[config.mk]
export PLATFORM = sky130hd
export DESIGN_NAME = lfsr_rng_stream
export DESIGN_NICKNAME = d
export VERILOG_FILES = /design/src/rtl/lfsr_rng_pkg.sv /design/src/rtl/rng_sync_fifo.sv /design/src/rtl/lfsr_rng_stream.sv
export SDC_FILE = /design/constraint.sdc
export NUM_CORES = 1
export LEC_CHECK = 0
export BUFFER_PORTS_ARGS = -buffer_cell sky130_fd_sc_hd__buf_2
export CORE_ASPECT_RATIO = 0.6
export CORE_UTILIZATION = 52
export DETAILED_ROUTE_END_ITERATION = 8
export GPL_ROUTABILITY_DRIVEN = 0
export PLACE_DENSITY = 0.76
export SYNTH_ARGS = -nofsm -noshare
export SYNTH_HDL_FRONTEND = slang
export SYNTH_SLANG_ARGS = --single-unit
[constraint.sdc]
create_clock -name clk -period 2.13 [get_ports clk]
set_input_delay 0.3195 -clock clk [delete_from_list [all_inputs] [get_ports clk]]
set_output_delay 0.3195 -clock clk [all_outputs]
set_load 0.005 [all_outputs]
[src/rtl/lfsr_rng_pkg.sv]
// Shared types and constants for the LFSR random-sample stream.
// FSM state encoding and the default feedback tap mask.
package lfsr_rng_pkg;

    typedef enum logic [1:0] {
        RUN   = 2'd0,
        FULL  = 2'd1,
        FLUSH = 2'd2
    } state_t;

    // x^31 + x^28 + 1: taps on state bits 30 and 27
    localparam logic [30:0] DEFAULT_TAP_MASK = 31'h4800_0000;

endpackage

[src/rtl/rng_sync_fifo.sv]
// Synchronous FIFO buffering accepted samples for the consumer.
// Head entry is visible combinationally from registered storage.
module rng_sync_fifo
    import lfsr_rng_pkg::*;
#(
    parameter int DEPTH = 4,
    parameter int WIDTH = 9
) (
    input  logic                     clk,
    input  logic                     rst,
    input  logic                     flush,
    input  logic                     push,
    input  logic                     pop,
    input  logic [WIDTH-1:0]         din,
    output logic [WIDTH-1:0]         dout,
    output logic                     full,
    output logic                     empty,
    output logic [$clog2(DEPTH):0]   level
);

    localparam int AW = $clog2(DEPTH);
    localparam int LW = AW + 1;

    logic [WIDTH-1:0] r_mem [DEPTH];
    logic [AW-1:0]    r_wr;
    logic [AW-1:0]    r_rd;
    logic [LW-1:0]    r_level;
    logic             w_push;
    logic             w_pop;

    assign full   = (r_level == LW'(DEPTH));
    assign empty  = (r_level == '0);
    assign level  = r_level;
    assign dout   = r_mem[r_rd];
    assign w_push = push && !full;
    assign w_pop  = pop && !empty;

    // Pointer and occupancy bookkeeping; flush empties the buffer.
    always_ff @(posedge clk or posedge rst) begin
        if (rst) begin
            r_wr    <= '0;
            r_rd    <= '0;
            r_level <= '0;
        end else if (flush) begin
            r_wr    <= '0;
            r_rd    <= '0;
            r_level <= '0;
        end else begin
            if (w_push) r_wr <= r_wr + 1'b1;
            if (w_pop)  r_rd <= r_rd + 1'b1;
            case ({w_push, w_pop})
                2'b10:   r_level <= r_level + 1'b1;
                2'b01:   r_level <= r_level - 1'b1;
                default: r_level <= r_level;
            endcase
        end
    end

    // Sample storage; contents need no reset since empty masks them.
    always_ff @(posedge clk) begin
        if (w_push && !flush) r_mem[r_wr] <= din;
    end

endmodule

[src/rtl/lfsr_rng_stream.sv]
// Fibonacci LFSR producing range-filtered samples into a small FIFO.
// Optional LFSR_RNG_STREAM_LOCKUP_RECOVER_EN reloads SEED on an all-zero state.
module lfsr_rng_stream
    import lfsr_rng_pkg::*;
#(
    parameter int                        INTERNAL_WIDTH = 31,
    parameter logic [INTERNAL_WIDTH-1:0] TAP_MASK       =
        INTERNAL_WIDTH'(DEFAULT_TAP_MASK),
    parameter int                        OUT_WIDTH      = 9,
    parameter int unsigned               OUT_MIN        = 1,
    parameter int unsigned               OUT_MAX        = 479,
    parameter int                        FIFO_DEPTH     = 4,
    parameter logic [INTERNAL_WIDTH-1:0] SEED           = '1
) (
    input  logic                          clk,
    input  logic                          rst,
    input  logic                          ce,
    input  logic                          seed_valid,
    input  logic [INTERNAL_WIDTH-1:0]     seed,
    output logic [OUT_WIDTH-1:0]          out,
    output logic                          out_valid,
    input  logic                          out_ready,
    output logic [$clog2(FIFO_DEPTH):0]   level
);

    localparam logic [OUT_WIDTH-1:0] MIN_V = OUT_WIDTH'(OUT_MIN);
    localparam logic [OUT_WIDTH-1:0] MAX_V = OUT_WIDTH'(OUT_MAX);

    state_t                    r_state;
    state_t                    w_state_nx;
    logic [INTERNAL_WIDTH-1:0] r_internal;
    logic [INTERNAL_WIDTH-1:0] w_shift;
    logic [OUT_WIDTH-1:0]      w_cand;
    logic [OUT_WIDTH-1:0]      w_dout;
    logic                      w_fb;
    logic                      w_in_range;
    logic                      w_adv;
    logic                      w_push;
    logic                      w_pop;
    logic                      w_full;
    logic                      w_empty;
`ifdef LFSR_RNG_STREAM_LOCKUP_RECOVER_EN
    logic                      w_zero;

    assign w_zero = (r_internal == '0);
`endif

    assign w_fb       = ^(r_internal & TAP_MASK);
    assign w_shift    = {r_internal[INTERNAL_WIDTH-2:0], w_fb};
    assign w_cand     = r_internal[OUT_WIDTH-1:0];
    assign w_in_range = (w_cand >= MIN_V) && (w_cand <= MAX_V);

    assign out_valid  = !w_empty;
    assign out        = w_empty ? MIN_V : w_dout;
    assign w_pop      = out_valid && out_ready && !seed_valid;

    // FSM state register.
    always_ff @(posedge clk or posedge rst) begin
        if (rst) r_state <= RUN;
        else     r_state <= w_state_nx;
    end

    // Next state: seed load wins, FULL tracks the registered level.
    always_comb begin
        w_state_nx = r_state;
        unique case (r_state)
            RUN:     if (w_full)  w_state_nx = FULL;
            FULL:    if (!w_full) w_state_nx = RUN;
            FLUSH:   w_state_nx = RUN;
            default: w_state_nx = RUN;
        endcase
        if (seed_valid) w_state_nx = FLUSH;
    end

    // Advance only in RUN with room; push only in-range candidates.
    always_comb begin
        w_adv  = 1'b0;
        w_push = 1'b0;
        if (r_state == RUN && ce && !w_full && !seed_valid) begin
            w_adv  = 1'b1;
            w_push = w_in_range;
`ifdef LFSR_RNG_STREAM_LOCKUP_RECOVER_EN
            if (w_zero) w_push = 1'b0;
`endif
        end
    end

    // LFSR state: seed load, then shift (or lockup reload) on advance.
    always_ff @(posedge clk or posedge rst) begin
        if (rst) begin
            r_internal <= SEED;
        end else if (seed_valid) begin
            r_internal <= (seed == '0) ? SEED : seed;
        end else if (w_adv) begin
`ifdef LFSR_RNG_STREAM_LOCKUP_RECOVER_EN
            r_internal <= w_zero ? SEED : w_shift;
`else
            r_internal <= w_shift;
`endif
        end
    end

    rng_sync_fifo #(
        .DEPTH (FIFO_DEPTH),
        .WIDTH (OUT_WIDTH)
    ) u_fifo (
        .clk   (clk),
        .rst   (rst),
        .flush (seed_valid),
        .push  (w_push),
        .pop   (w_pop),
        .din   (w_cand),
        .dout  (w_dout),
        .full  (w_full),
        .empty (w_empty),
        .level (level)
    );

endmodule

## Yosys cells after proc, flatten, opt, wreduce, memory -nomap -nowiden

Memories as Yosys holds them, arrays and structs flattened.
Index checks and enable logic that the tools add are counted.

- Register bits after elaboration: 40
- Memory bits (writable): 36
- Output and inout bits: 13
- Logic and storage cells: 57
- Memories kept: 1

Memory list:

| name | words | width | read ports | clocked after memory_dff | wr ports | RTL line | text |
|---|---|---|---|---|---|---|---|
| u_fifo.r_mem | 4 | 9 | 1 | 0 | 1 | rng_sync_fifo.sv:24 | `logic [WIDTH-1:0] r_mem [DEPTH];` |

- $add $sub $neg: 4
- $lt $le $gt $ge: 2
- Eq/ne operators: 6
- Multiplexer cells: 18
- Reductions and logical operators: 21

Operator list:

| kind | count |
|---|---|
| $mux 31 | 3 |
| $logic_not 31->1 | 1 |
| $reduce_xor 31->1 | 1 |
| $mux 2 | 7 |
| $ge 9x1->1 const B | 1 |
| $le 9x9->1 const B | 1 |
| $logic_and 1x1->1 | 9 |
| $mux 9 | 1 |
| $pmux 3 s2 | 1 |
| $reduce_bool 2->1 | 3 |
| $add 2x1->2 const B | 2 |
| $eq 2x1->1 const B | 2 |
| $mux 1 | 4 |
| $pmux 2 s2 | 1 |
| $add 3x1->3 const B | 1 |
| $eq 3x3->1 const B | 1 |
| $logic_not 1->1 | 3 |
| $logic_not 3->1 | 1 |
| $mux 3 | 1 |
| $ne 3x2->1 const B | 1 |
| $ne 3x3->1 const B | 1 |
| $reduce_bool 3->1 | 1 |
| $sub 3x1->3 const B | 1 |
| $eq 2x2->1 const B | 1 |
| 2 further kinds | 2 |

## Logic depth before layout (Yosys ltp)

Gate-level depths: netlist of run 1.

- Depth after elaboration: 9
- Gate-level depth with buffers: 9
- Mapped depth without buffers: 8

## Modules after synthesis

A second synthesis of run 1 with hierarchy kept.

- Cells, all modules: 266
- Area, all modules: 3601.0 um2

By module, submodules not included:

| module | times used | cells an instance | area an instance (um2) | seq. area each (um2) |
|---|---|---|---|---|
| rng_sync_fifo | 1 | 112 | 1880.6 | 1256.2 |
| lfsr_rng_stream | 1 | 154 | 1720.4 | 864.6 |

## Worst setup path after synthesis of run 1

No wires, ideal clock.

- Path type: register to register
- Start: register u_fifo.r_level[1] (netlist: u_fifo.level[1])
- End: register u_fifo.r_level[2] (netlist: u_fifo.level[2])
- Setup time: 0.125 ns
- Arrival: 2.186 ns
- Data required time: 2.005 ns
- Setup slack: -0.181 ns
- Stages on the path, launching flop included: 10
- Path buffers: 1
- Cell sequence: dfrtp_1 -> or3b_1 -> and3_4 -> and3_4 -> buf_6 -> nor3_1 -> fa_1 -> nor2_1 -> mux2i_1 -> mux2_2

- Cells in the longest elaborated chain, start to end: 9

RTL lines:

| what | RTL line | text |
|---|---|---|
| from (decl) | rng_sync_fifo.sv:27 | `logic [LW-1:0] r_level;` |
| from (signal assigned) | rng_sync_fifo.sv:52 | `2'b10: r_level <= r_level + 1'b1;` |
| from (signal assigned) | rng_sync_fifo.sv:53 | `2'b01: r_level <= r_level - 1'b1;` |
| from (signal assigned) | rng_sync_fifo.sv:54 | `default: r_level <= r_level;` |
| $eq 3x3->1 | rng_sync_fifo.sv:31 | `assign full = (r_level == LW'(DEPTH));` |
| $logic_not 1->1 | rng_sync_fifo.sv:35, lfsr_rng_stream.sv:79 |  |
| $logic_and 1x1->1 (2 in a row) | lfsr_rng_stream.sv:79 | `if (r_state == RUN && ce && !w_full && !seed_valid) begin` |
| $mux 1 | lfsr_rng_stream.sv:79 |  |
| $logic_and 1x1->1 | rng_sync_fifo.sv:35 | `assign w_push = push && !full;` |
| $eq 2x1->1 / $eq 2x2->1 (equally long branches) | rng_sync_fifo.sv:51 | `case ({w_push, w_pop})` |
| $pmux 3 s2 | rng_sync_fifo.sv:51 |  |
| $mux 3 | rng_sync_fifo.sv:44 | `end else if (flush) begin` |

Parallel ways exist; a longest one is shown, timed or not.
A chain may end at the register's enable or synchronous reset.

## Worst setup path after layout of run 1

- Start: register u_fifo.r_level[0] (netlist: u_fifo.level[0])
- End: register u_fifo.r_level[2] (netlist: u_fifo.level[2])

The elaborated chain is that of the path after synthesis.

==> flow_metrics.py, run 1 <==
metrics = {
    "status": {
        "status": "finished clean",
    },
    "logic_synthesis": {
        "netlist-cell-type-count": 32,
        "avgSynthCellArea_um2": 11.9,
        "ys_seq_area_frac": 0.591,
        "yosys_register_bits": 76,
        "syn_nets": 342,
        "yosysWarnings": 0,
        "syn_area_um2": 3590,
        "synth_area_leaders": "edfxtp_1 (30%), dfstp_2 (23%), and2_1 (7.5%)",
        "synth-edff-count": 36,
        "yosysTopAreaCellShare": 0.301,
        "synth_commonest_cells": "and2_1 (43), nor2_1 (41), edfxtp_1 (36)",
        "ys.flop_type": "edfxtp_1",
        "synthCells": 301,
        "ys_async_sr_fraction": 0.526,
        "yosysMostFrequentCell": "and2_1",
        "synth_top_area_cell": "edfxtp_1",
    },
    "critical_path": {
        "r2r_start": "u_fifo.level[0]",
        "cp-end-kind": "register",
        "cpMostUsedCell": "and3_4",
        "cp_slowest_cell": "dfrtp_1",
        "cp_num_cells": 8,
        "crit_type": "register to register",
        "worst-path-buf-inv": 0,
        "worstRegToRegCells": 8,
        "critPathRequiredTime_ns": 2.34,
        "cp_cell_sequence": "or3b_1 -> and3_4 -> and3_4 -> nor3_4 -> fa_2 -> nor2_2 -> mux2i_1 -> mux2_2",
        "crit_arrival_ns": 2.34,
        "crit_fanout": 3,
        "r2r_slack_ns": 0.001,
        "critPathMaxStageDelay_ns": 0.41,
        "r2r-end": "u_fifo.level[2]",
        "critPathTopFamily": "simple AND/OR/NAND/NOR gates",
        "start_kind": "register",
    },
    "worst_hold_path": {
        "min_to": "r_internal[12]",
        "hold_path_class": "input pin to register",
        "hp-start": "seed[12]",
        "min_delay_path_depth": 3,
    },
    "timing": {
        "timing.fmax_mhz": 470,
        "timing.final.crit_share": 0.999,
        "clock_skew_ns": 0.00537,
        "slew_headroom": 0.540,
        "slew_violations": 0,
        "rsz0062_at_grt": "yes",
        "finalSetupViolCount": 0,
        "worst_slew_pin_slew_ns": 0.690,
        "finalSetupTns_ns": 0,
        "hold_viol_final": 0,
        "setup_slack_ns": 0.00115,
        "period_needed_ns": 2.13,
    },
    "power": {
        "p_comb_frac": 0.271,
        "seq_power_share": 0.404,
        "p_leak_nw": 1.72,
        "power_density_nw_per_um2": 1050,
        "internal_power_mw": 3.39,
        "ir_drop_mv": 0.516,
        "swShare": 0.275,
        "p_clk_frac": 0.325,
        "p_switching_mw": 1.29,
    },
    "drt": {
        "wire_per_inst_um": 17.4,
        "vias_per_cell": 5.54,
        "drt_iter0_drc": 189,
        "finalWirelength_mm": 8.00,
        "vias": 2544,
        "ant_nets": 0,
        "drc": 0,
        "first_pass_iters": 5,
    },
    "clock_network": {
        "insertion_delay_ns": 0.33,
        "clockBufferDepth": 2,
        "cts-buffers-inserted": 9,
        "htreeDepth": 3,
        "cts.sinks": 76,
        "root_buffer": "clkbuf_16",
        "cts_tree": "yes",
        "clk_pin_slew_ns": 0.06,
    },
    "layout": {
        "area_growth_syn_to_layout_pct": 23.5,
        "instances_no_fill": 459,
        "nets": 408,
        "drive_above_1_share": 0.384,
        "fill_cells": 486,
        "antenna_cells": 0,
    },
    "global_routing": {
        "grt_pass1_vias": 2292,
        "grt_max_degree": 75,
        "grtUsageTotal": 0.241,
        "antenna_found_initial": 0,
        "grt_overflow": 0,
        "grt_pass1_wl_mm": 12.4,
    },
    "run": {
        "drv_cap": 0,
    },
    "die": {
        "dieArea_um2": 7250,
        "num_rows": 23,
        "initial_core_util": 0.538,
        "die_x_um": 109,
        "pin_count": 49,
        "core-area_um2": 6680,
        "die_h_um": 66.4,
    },
    "placement": {
        "dp_cells": 438,
        "numPortBuffers": 48,
        "post-place-ws_ns": -0.0250,
        "dpl.hpwl_mm": 5.49,
    },
}
## power by group through the flow
| stage | Sequential [mW] | Clock (mW) | Combinational [mW] |
|---|---|---|---|
| detailed placement | 1.91 | 0 | 1.21 |
| CTS | 1.89 | 1.54 | 1.24 |
| finish | 1.89 | 1.52 | 1.27 |
| global route | 1.91 | 1.61 | 1.40 |
| floorplan | 1.89 | 0 | 0.703 |
| global placement | 1.90 | 0 | 1.18 |
## logic make-up (layout without fill, tap and decap cells)
family,count (synthesis),in the layout,synth area share
and+or+nand+nor,111,111,0.165
DFF,76,76,0.591
AOI/OAI and AO/OA,64,64,0.111
buffers and inverters,26,97,0.0296
muxes,14,14,0.0721
adders and majority gates,5,5,0.0195
xor gates and xnor gates,5,5,0.0122
## worst max path at each step
stage,start,endpoint,slack (ns)
finish,u_fifo.level[0],u_fifo.level[2],0.001
global route,u_fifo.level[1],u_fifo.level[2],-0.06
CTS,u_fifo.level[1],u_fifo.level[2],0.0005
detailed placement,u_fifo.level[1],u_fifo.level[2],-0.02
global placement,u_fifo.level[0],u_fifo.level[2],0.06
floorplan,u_fifo.level[0],u_fifo.level[2],-0.11
## layer usage
metal  vias to the layer above  track usage  wire, um
met4                         0       0.0550        86
met1                      1233        0.374      4110
li1                       1223            -         -
met2                        79        0.322      3320
met3                         9       0.0798       485
met5                         -            0         0
## area by class of cell
| class | instances | area (um^2) | share of cell area |
|---|---|---|---|
| clock inverters | 6 | 63.8 | 0.0144 |
| flip-flops and latches | 76 | 2120 | 0.479 |
| clock buffers | 10 | 239 | 0.0539 |
| well taps | 87 | 109 | 0.0245 |
| inverters | 4 | 15.0 | 0.00339 |
| repair buffers | 77 | 498 | 0.112 |
| multi-input cells | 199 | 1390 | 0.313 |
## flip-flops by register name, indices dropped and copies added (netlist names)
register and cells:
u_fifo.r_mem 36, r_internal 31, u_fifo.level 3, r_state 2, u_fifo.r_rd 2, u_fifo.r_wr 2
## worst register-to-register path, cell delays in order (launching register included)
cell     delay (ns)
dfrtp_1        0.41
or3b_1         0.40
and3_4         0.16
and3_4         0.15
nor3_4         0.14
fa_2           0.24
nor2_2         0.04
mux2i_1        0.12
mux2_2         0.35
## placed cells by master (no fill, tap or decap), types with 4 or more instances in the layout
cell type | Yosys | layout
buf_2 | 1 | 48
and2_1 | 43 | 43
nor2_1 | 41 | 39
edfxtp_1 | 36 | 36
a21oi_1 | 31 | 31
dfstp_2 | 31 | 31
a211oi_1 | 30 | 30
buf_4 | 0 | 25
mux4_2 | 9 | 9
clkbuf_16 | 0 | 9
nor4_1 | 8 | 8
dfrtp_1 | 9 | 8
inv_1 | 4 | 4
ha_1 | 4 | 4
## stage by stage
stage	utilization	instance area (um^2)	power, mW	hold WS, ns
finish	0.664	4430	4.67	0.255
global placement	0.612	4080	3.08	0.254
detailed placement	0.612	4080	3.12	0.262
CTS	0.662	4420	4.67	0.244
floorplan	-	3600	2.59	0.409
global route	0.664	4430	4.92	0.254
## repair_timing
item,in CTS,in global routing
setup buffers,2,2
hold endpoints to repair,2,0
setup endpoints to repair,9,6
pin swaps,0,0
gates resized for setup,2,1
hold buffers,1,0
Note: power is estimated with default switching activity, not from simulation.
==> run 2, diff against run 1 <==
CORE_UTILIZATION = 55   (was 52)
PLACE_DENSITY = 0.77   (was 0.76)
clock period = 2.3 ns   (was 2.13 ns; I/O delays follow)
==> flow_metrics.py, run 2 (synthesized netlist as in run 1, its figures left out) <==
metrics = {
    "drt": {
        "finalWirelength_mm": 7.72,
        "vias_per_cell": 5.63,
        "drc": 0,
        "wl_met1_mm": 3.54,
        "wire_per_inst_um": 16.9,
        "top_layer_used": "met4",
        "vias": 2566,
        "wl_met2_mm": 3.56,
        "first_pass_iters": 4,
        "routed-wl-met3_um": 554,
        "drt_iter0_drc": 187,
        "ant_nets": 0,
    },
    "timing": {
        "timing.fmax_mhz": 455,
        "finalSetupTns_ns": 0,
        "hold_viol_final": 0,
        "slew_violations": 0,
        "finalSetupViolCount": 0,
        "worst_slew_pin_slew_ns": 0.687,
        "slew_headroom": 0.542,
        "timing.final.crit_share": 0.956,
        "setup_slack_ns": 0.100,
        "period_needed_ns": 2.20,
        "clock_skew_ns": 0.00970,
        "rsz0062_at_grt": "no",
    },
    "layout": {
        "drive_above_1_share": 0.384,
        "instances_no_fill": 456,
        "mostFrequentLayoutCell": "buf_2",
        "fill_cells": 463,
        "layout_common_cells": "buf_2 (48), and2_1 (43), nor2_1 (40), edfxtp_1 (36)",
        "multiInputGateArea_um2": 1390,
        "post-route-util": 0.692,
        "largest_reg_flops": 36,
        "largest-register": "u_fifo.r_mem",
        "antenna_cells": 0,
        "nets": 408,
        "area_growth_syn_to_layout_pct": 19.3,
        "layout.area.seq_um2": 2120,
    },
    "critical_path": {
        "cp_cell_sequence": "buf_12 -> mux4_2 -> and2_1 -> buf_2",
        "critPathMaxStageDelay_ns": 0.52,
        "r2r_start": "u_fifo.level[2]",
        "crit_type": "register to output pin",
        "crit_path_start": "u_fifo.r_rd[0]",
        "critPathTopFamily": "flip-flops",
        "crit_fanout": 7,
        "start_kind": "register",
        "worstRegToRegCells": 8,
        "crit_arrival_ns": 1.85,
        "r2r-end": "u_fifo.level[2]",
        "critPathRequiredTime_ns": 1.96,
        "worst-path-buf-inv": 2,
        "cp_slowest_cell": "dfrtp_1",
        "endpoint": "out[4]",
        "cp-end-kind": "output pin",
        "r2r_slack_ns": 0.10,
        "cp_num_cells": 4,
    },
    "power": {
        "ir_drop_mv": 0.422,
        "swShare": 0.305,
        "p_clk_frac": 0.249,
        "power_density_nw_per_um2": 881,
        "p_switching_mw": 1.15,
        "p_leak_nw": 1.67,
        "p_comb_frac": 0.286,
        "seq_power_share": 0.465,
        "internal_power_mw": 2.62,
    },
    "clock_network": {
        "clockBufferDepth": 2,
        "cts_tree": "yes",
        "htreeDepth": 3,
        "insertion_delay_ns": 0.36,
        "cts.sinks": 76,
        "root_buffer": "clkbuf_8",
        "cts-buffers-inserted": 9,
        "clk_pin_slew_ns": 0.08,
    },
    "die": {
        "core-area_um2": 6190,
        "num_rows": 22,
        "pin_count": 49,
        "die_x_um": 106,
        "die_h_um": 64.6,
        "initial_core_util": 0.580,
        "dieArea_um2": 6870,
    },
    "run": {
        "drv_cap": 0,
    },
    "placement": {
        "dpl.hpwl_mm": 5.11,
        "dp_cells": 432,
        "numPortBuffers": 48,
        "post-place-ws_ns": 0.0604,
    },
    "global_routing": {
        "grt_overflow": 0,
        "grtUsageTotal": 0.245,
        "grt_pass1_wl_mm": 12.4,
        "antenna_found_initial": 0,
        "grt_pass1_vias": 2413,
        "grt_max_degree": 75,
    },
    "worst_hold_path": {
        "hold_path_class": "input pin to asynchronous set/reset pin",
    },
    "status": {
        "status": "finished clean",
    },
}
-- run 2: what timing repair did --
action,in CTS,in global routing
hold endpoints to repair,0,0
hold buffers,0,0
setup buffers,0,8
endpoints found under the setup margin,0,1
gates resized for setup,0,3
-- run 2: worst min-delay path by stage --
stage,startpoint,to,slack (ns),cells past startpoint
CTS,rst,u_fifo.r_wr[1],0.07,3
detailed placement,r_state[1],r_state[0],0.42,1
finish,rst,u_fifo.r_rd[0],0.09,3
global placement,r_state[1],r_state[0],0.42,1
global route,rst,u_fifo.r_wr[0],0.11,3
floorplan,r_state[1],r_state[0],0.41,1
-- run 2: per-layer routing --
metal,global-route usage,vias up
met2,0.358,89
met3,0.0604,11
li1,-,1220
met5,0,-
met1,0.362,1246
met4,0.0799,0
-- run 2: per-stage QoR --
stage / cell area [um^2] / power [mW] / hold WS (ns)
5_1_grt: 4280 / 3.98 / 0.109
4_1_cts: 4210 / 3.76 / 0.0721
6_report: 4280 / 3.77 / 0.0882
3_5_place_dp: 4030 / 2.81 / 0.423
3_3_place_gp: 4030 / 2.80 / 0.419
2_1_floorplan: 3600 / 2.39 / 0.409
-- run 2: worst register-to-register path, stage by stage, from the launching register on --
cell	delay (ns)
dfrtp_1	0.38
or3b_4	0.25
and3_4	0.18
and3_4	0.24
nor3_4	0.06
fa_2	0.36
and2_1	0.15
mux2i_1	0.14
mux2_2	0.34
-- run 2: layout make-up --
class,instances,area share
flip-flops and latches,76,0.495
inverters,4,0.00351
clock buffers,9,0.0289
repair buffers,77,0.110
clock inverters,7,0.0137
well taps,84,0.0245
multi-input cells,199,0.324
-- run 2: power groups by stage --
| stage | clock, mW | sequential [mW] | combinational, mW |
|---|---|---|---|
| 4_1_cts | 0.960 | 1.75 | 1.05 |
| 6_report | 0.940 | 1.75 | 1.08 |
| 3_3_place_gp | 0 | 1.77 | 1.03 |
| 2_1_floorplan | 0 | 1.75 | 0.643 |
| 5_1_grt | 1.01 | 1.77 | 1.20 |
| 3_5_place_dp | 0 | 1.78 | 1.04 |
